[src/rtl/fnd_pkg.sv]
// Shared types and constants for the FND scan controller and its font decoder.
package fnd_pkg;

  typedef enum logic {
    ST_BLANK = 1'b0,
    ST_ON    = 1'b1
  } state_t;

  localparam int NUM_DIGITS = 4;

  localparam logic [3:0] SEL_OFF = 4'hF;

  // Active-low segment fonts, bit order {dp,g,f,e,d,c,b,a}
  localparam logic [7:0] FONT_0   = 8'hC0;
  localparam logic [7:0] FONT_1   = 8'hF9;
  localparam logic [7:0] FONT_2   = 8'hA4;
  localparam logic [7:0] FONT_3   = 8'hB0;
  localparam logic [7:0] FONT_4   = 8'h99;
  localparam logic [7:0] FONT_5   = 8'h92;
  localparam logic [7:0] FONT_6   = 8'h82;
  localparam logic [7:0] FONT_7   = 8'hF8;
  localparam logic [7:0] FONT_8   = 8'h80;
  localparam logic [7:0] FONT_9   = 8'h90;
  localparam logic [7:0] FONT_DOT = 8'h7F;
  localparam logic [7:0] FONT_OFF = 8'hFF;

  // A slot counter of at least one bit wide enough for the longer phase
  function automatic int cnt_width(input int on_cycles, input int blank_cycles);
    int longest;
    longest = (on_cycles > blank_cycles) ? on_cycles : blank_cycles;
    return ($clog2(longest) < 1) ? 1 : $clog2(longest);
  endfunction

endpackage

[src/rtl/fnd_font_decoder.sv]
// Combinational BCD nibble to active-low seven-segment font map.
module fnd_font_decoder
  import fnd_pkg::*;
(
  input  logic [3:0] nibble,
  output logic [7:0] font
);

  always_comb begin
    font = FONT_OFF;
    case (nibble)
      4'h0: font = FONT_0;
      4'h1: font = FONT_1;
      4'h2: font = FONT_2;
      4'h3: font = FONT_3;
      4'h4: font = FONT_4;
      4'h5: font = FONT_5;
      4'h6: font = FONT_6;
      4'h7: font = FONT_7;
      4'h8: font = FONT_8;
      4'h9: font = FONT_9;
      4'hA: font = FONT_DOT;
      default: font = FONT_OFF;
    endcase
  end

endmodule

[src/rtl/fnd_scan_controller.sv]
// Four-digit common-anode FND scanner with double-buffered frame and dead-time between digits.
// Optional leading-zero blanking is enabled by defining FND_LZB_EN.
module fnd_scan_controller
  import fnd_pkg::*;
#(
  parameter int ON_CYCLES    = 99_000,
  parameter int BLANK_CYCLES = 1_000
) (
  input  logic        i_clk,
  input  logic        i_reset,
  input  logic [15:0] i_value,
  input  logic [3:0]  i_dp,
  input  logic [3:0]  i_blank,
  input  logic        i_load,
  output logic        o_load_pending,
  output logic        o_frame_done,
  output logic [3:0]  o_fndSelect,
  output logic [7:0]  o_font
);

  localparam int CW = cnt_width(ON_CYCLES, BLANK_CYCLES);
  localparam logic [CW-1:0] ON_LAST    = CW'(ON_CYCLES - 1);
  localparam logic [CW-1:0] BLANK_LAST = CW'(BLANK_CYCLES - 1);

  state_t      state;
  logic [CW-1:0] cnt;
  logic [1:0]  dig;

  logic [15:0] stage_value, shadow_value;
  logic [3:0]  stage_dp, shadow_dp;
  logic [3:0]  stage_blank, shadow_blank;

  logic [3:0]  cur_nibble;
  logic [7:0]  dec_font;
  logic        lead_zero;
  logic [7:0]  font_next;
  logic        boundary;

  assign cur_nibble = shadow_value[{dig, 2'b00} +: 4];

  fnd_font_decoder u_decoder (
    .nibble (cur_nibble),
    .font   (dec_font)
  );

`ifdef FND_LZB_EN
  // A digit goes dark when it and every higher digit are zero with no dp lit
  assign lead_zero = (dig != 2'd0) &&
                     ((shadow_value >> {dig, 2'b00}) == 16'd0) &&
                     ((shadow_dp >> dig) == 4'd0);
`else
  assign lead_zero = 1'b0;
`endif

  assign font_next = (shadow_blank[dig] || lead_zero) ? FONT_OFF :
                     (shadow_dp[dig] ? (dec_font & 8'h7F) : dec_font);

  assign boundary = (state == ST_ON) && (cnt == ON_LAST) && (dig == 2'd3);

  // The shadow frame only changes on the frame boundary, so a frame is never torn
  always_ff @(posedge i_clk) begin
    if (i_reset) begin
      state          <= ST_BLANK;
      cnt            <= '0;
      dig            <= 2'd0;
      stage_value    <= 16'd0;
      stage_dp       <= 4'd0;
      stage_blank    <= 4'd0;
      shadow_value   <= 16'd0;
      shadow_dp      <= 4'd0;
      shadow_blank   <= 4'hF;
      o_load_pending <= 1'b0;
      o_frame_done   <= 1'b0;
      o_fndSelect    <= SEL_OFF;
      o_font         <= FONT_OFF;
    end else begin
      o_frame_done <= 1'b0;

      if (boundary) begin
        o_frame_done   <= 1'b1;
        o_load_pending <= 1'b0;
        if (i_load) begin
          stage_value  <= i_value;
          stage_dp     <= i_dp;
          stage_blank  <= i_blank;
          shadow_value <= i_value;
          shadow_dp    <= i_dp;
          shadow_blank <= i_blank;
        end else if (o_load_pending) begin
          shadow_value <= stage_value;
          shadow_dp    <= stage_dp;
          shadow_blank <= stage_blank;
        end
      end else if (i_load) begin
        stage_value    <= i_value;
        stage_dp       <= i_dp;
        stage_blank    <= i_blank;
        o_load_pending <= 1'b1;
      end

      case (state)
        ST_BLANK: begin
          if (cnt == BLANK_LAST) begin
            state       <= ST_ON;
            cnt         <= '0;
            o_fndSelect <= ~(4'b0001 << dig);
            o_font      <= font_next;
          end else begin
            cnt <= cnt + 1'b1;
          end
        end
        ST_ON: begin
          if (cnt == ON_LAST) begin
            state       <= ST_BLANK;
            cnt         <= '0;
            dig         <= dig + 2'd1;
            o_fndSelect <= SEL_OFF;
            o_font      <= FONT_OFF;
          end else begin
            cnt <= cnt + 1'b1;
          end
        end
        default: begin
          state <= ST_BLANK;
          cnt   <= '0;
        end
      endcase
    end
  end

endmodule

[config.mk]
export PLATFORM = sky130hd
export DESIGN_NAME = fnd_scan_controller
export DESIGN_NICKNAME = d
export VERILOG_FILES = /design/src/rtl/fnd_pkg.sv /design/src/rtl/fnd_font_decoder.sv /design/src/rtl/fnd_scan_controller.sv
export SDC_FILE = /design/constraint.sdc
export NUM_CORES = 1
export LEC_CHECK = 0
export BUFFER_PORTS_ARGS = -buffer_cell sky130_fd_sc_hd__buf_2
export CAP_MARGIN = 40
export CELL_PAD_IN_SITES_DETAIL_PLACEMENT = 0
export CELL_PAD_IN_SITES_GLOBAL_PLACEMENT = 1
export CORE_MARGIN = 3
export CORE_UTILIZATION = 45
export CTS_CLUSTER_SIZE = 16
export DETAILED_ROUTE_END_ITERATION = 7
export HOLD_SLACK_MARGIN = 0.03
export MAX_ROUTING_LAYER = met4
export PLACE_DENSITY_LB_ADDON = 0.15
export SYNTH_ARGS = -nofsm -noshare
export SYNTH_HDL_FRONTEND = slang
export SYNTH_SLANG_ARGS = --single-unit
[constraint.sdc]
create_clock -name i_clk -period 2.3 [get_ports i_clk]
set_input_delay 0.23 -clock i_clk [delete_from_list [all_inputs] [get_ports i_clk]]
set_output_delay 0.23 -clock i_clk [all_outputs]
set_load 0.02 [all_outputs]
==> results.toml <==
[global_route]
antenna_found_initial = 0
grt_max_degree = 46
grt_pass1_wl_um = 11900
grtUsageTotal = 0.174
gr-total-overflow = 0
grt_pass1_vias = 2457

[die]
io_pins = 41
std_cell_rows = 31
die_w_um = 95.3
core_um2 = 7490
initial_utilization = 0.479
die_h_um = 95.3
dieArea_um2 = 9080

[yosys]
synth_top_family_by_area = "simple AND/OR/NAND/NOR gates"
netlist_instances = 378
ys_types = 47
ys_seq_elements = 82
syn-num-nets = 415
synth_edf_count = 0
synth-main-ff-cell = "dfxtp_1"
synth_compound_area_frac = 0.0603
synth-simple-area-share = 0.244
synthArstFlopShare = 0
synth_adder_area_share = 0.0349
synth_xor_area_frac = 0.0391
synth.most_common_cell = "dfxtp_1"
avgSynthCellArea_um2 = 9.49
netlist_area_um2 = 3590
yosys-top-cells-count = "82 x dfxtp_1, 58 x nor2_1, 49 x nand2_1"
seq_area_frac_synth = 0.457
synth_top_area_cell = "dfxtp_1"
yosysTopAreaCellShare = 0.457
synth_area_leaders = "dfxtp_1 46%, mux2i_1 7.5%, nor2_1 6.1%, nand2_1 5.1%, nand3b_1 4.2%"
yosys_warnings = 0
synthMuxAreaShare = 0.110

[cts]
tritoncts = "done"
cts_setup_buffers = 0
clock_path_buffers = 2
cts.repair.resized = 0
cts.sinks = 82
root_buffer = "clkbuf_8"
clk_pin_slew_ns = 0.08
hold_buffers = 0
numCtsBuffers = 9
htreeDepth = 3
clk_latency_ns = 0.35

[placed_design]
numPortBuffers = 40
dp_cells = 503
dpl.hpwl_um = 4940
dp_slack_ns = 0.188
gp_congestion = 0.782

[worst_hold_path]
hp-class = "input pin to flop"
whs_endpoint = "stage_blank[1]"
min_from = "i_blank[1]"
holdPathStages = 3

[power]
p_leak_uw = 0.00176
p_total_uw = 2820
ir_drop_mv = 0.380
power_frac_comb = 0.042
p_per_area_nw_per_um2 = 692
p_int_uw = 2250
switching_power_uw = 578
p_clk_frac = 0.441
switching_share = 0.205
p_seq_frac = 0.517

[critical_path]
path_buf_inv = 1
critPathKind = "flop to flop"
crit_slowest_cell = "or4b_1"
crit_path_start_kind = "flop"
path_max_fanout = 28
path_cells = "ha_1 -> and4bb_2 -> nand3_4 -> or4b_1 -> buf_12 -> a211o_1"
rrSetupSlack_ns = 0.19
cp-startpoint = "cnt[0]"
critical-path-max-stage-delay_ns = 0.57
critical-path-top-delay-family = "simple AND/OR/NAND/NOR gates"
reg2reg_depth = 6
cp.required_ns = 2.54
r2r_start = "cnt[0]"
arrival_ns = 2.35
endpoint_kind = "flop"
reg2reg_to = "shadow_blank[2]"

[layout]
syn2layout_area_growth_pct = 13.8
antenna_cells = 0
final_nets = 452
finalNonFillerCells = 518
seqCellArea_um2 = 1640
multi_input_area_um2 = 1760
n_fill_cell = 704
final_layout_size_suffix_gt1_frac = 0.196

[sta]
clock_skew_ns = 0.00887
final-max-slew-violation-count = 0
final.setup.worst_slack_ns = 0.188
hold_viol = 0
worst_pin_slew_ns = 0.414
clock.fmax_mhz = 474
rsz0062_at_grt = "false"
setup_viol = 0
tns_ns = 0
period_share = 0.918
fin_crit_ns = 2.11
max-slew-margin-rel = 0.724
hold_slack_ns = 0.145

[routing]
wl_per_cell_um = 13.5
drtAntennaViolNets = 0
first_iter_violations = 108
vias_per_cell = 5.09
first_pass_iters = 4
vias = 2638
wirelength_um = 7020
drc = 0

[flow_run]
maxCapViolations = 0

[status]
status = "completed"
## tightest hold or removal path, delay by kind of cell
| family | cells | cell delay, ns |
|---|---|---|
| muxes | 1 | 0.08 |
| buffers and inverters | 1 | 0.07 |
| and+or+nand+nor | 1 | 0.08 |
## worst max path at each step
stage,end,slack [ns],cells after the start
after detailed placement,shadow_blank[2],0.19,6
after floorplan,shadow_blank[0],0.32,6
after global placement,shadow_blank[1],0.23,6
after CTS,shadow_blank[2],0.18,6
after global routing,shadow_blank[2],0.07,6
final,shadow_blank[2],0.19,6
## per-layer routing
layer | vias up | part of all wire | global-route usage
met5 | - | 0 | -
li1 | 1360 | - | -
met3 | 2 | 0.042 | 0.0521
met4 | 0 | 0.0063 | 0.0505
met1 | 1225 | 0.52 | 0.237
met2 | 51 | 0.43 | 0.248
## cell usage in the layout, fill, tap and decap left out, types with 3 or more instances in the layout
cell type,n
a211o_1,4
a21oi_1,11
a31oi_1,3
and3_1,5
buf_2,40
buf_4,10
bufinv_16,3
clkbuf_8,10
dfxtp_1,82
ha_1,10
inv_1,6
mux2i_1,27
mux4_2,5
nand2_1,49
nand3_1,7
nand3b_1,20
nand4_1,5
nor2_1,58
nor3_1,6
nor4b_1,3
o21ai_0,4
o21bai_1,6
xnor2_1,5
xor2_1,11
## power by group through the flow
stage | combinational [uW] | sequential, uW | clock, uW
after floorplan | 83.5 | 1490 | 0
after global placement | 119 | 1490 | 0
after detailed placement | 121 | 1490 | 0
after CTS | 121 | 1460 | 1280
after global routing | 135 | 1460 | 1330
final | 119 | 1460 | 1250
## kinds of logic after synthesis
logic type / Yosys count
AND/OR/NAND/NOR: 172
flip-flops: 82
AO/OA/AOI/OAI: 34
multiplexers: 33
buffers and inverters: 31
XOR/XNOR: 16
adder cells (fa/ha/maj): 10
## registers in the layout, indices dropped and copies added (netlist names)
signal / count
o_frame_done: 1
shadow_blank: 4
stage_dp: 4
o_load_pending: 1
o_font: 8
dig: 2
stage_blank: 4
state: 1
shadow_dp: 4
cnt: 17
o_fndSelect: 4
stage_value: 16
shadow_value: 16
## cell type report
cell class	count	area share
well taps	99	0.0303
flip-flops and latches	82	0.402
multi-input cells	265	0.431
repair buffers	51	0.0723
clock inverters	5	0.0251
inverters	6	0.00552
clock buffers	10	0.0337
## through the flow
stage / util / instance area (um^2)
floorplan: - / 3590
global placement: 0.513 / 3840
detailed placement: 0.513 / 3840
CTS: 0.545 / 4080
global route: 0.545 / 4080
finish: 0.545 / 4080
Power figures use the tool's default switching activity.
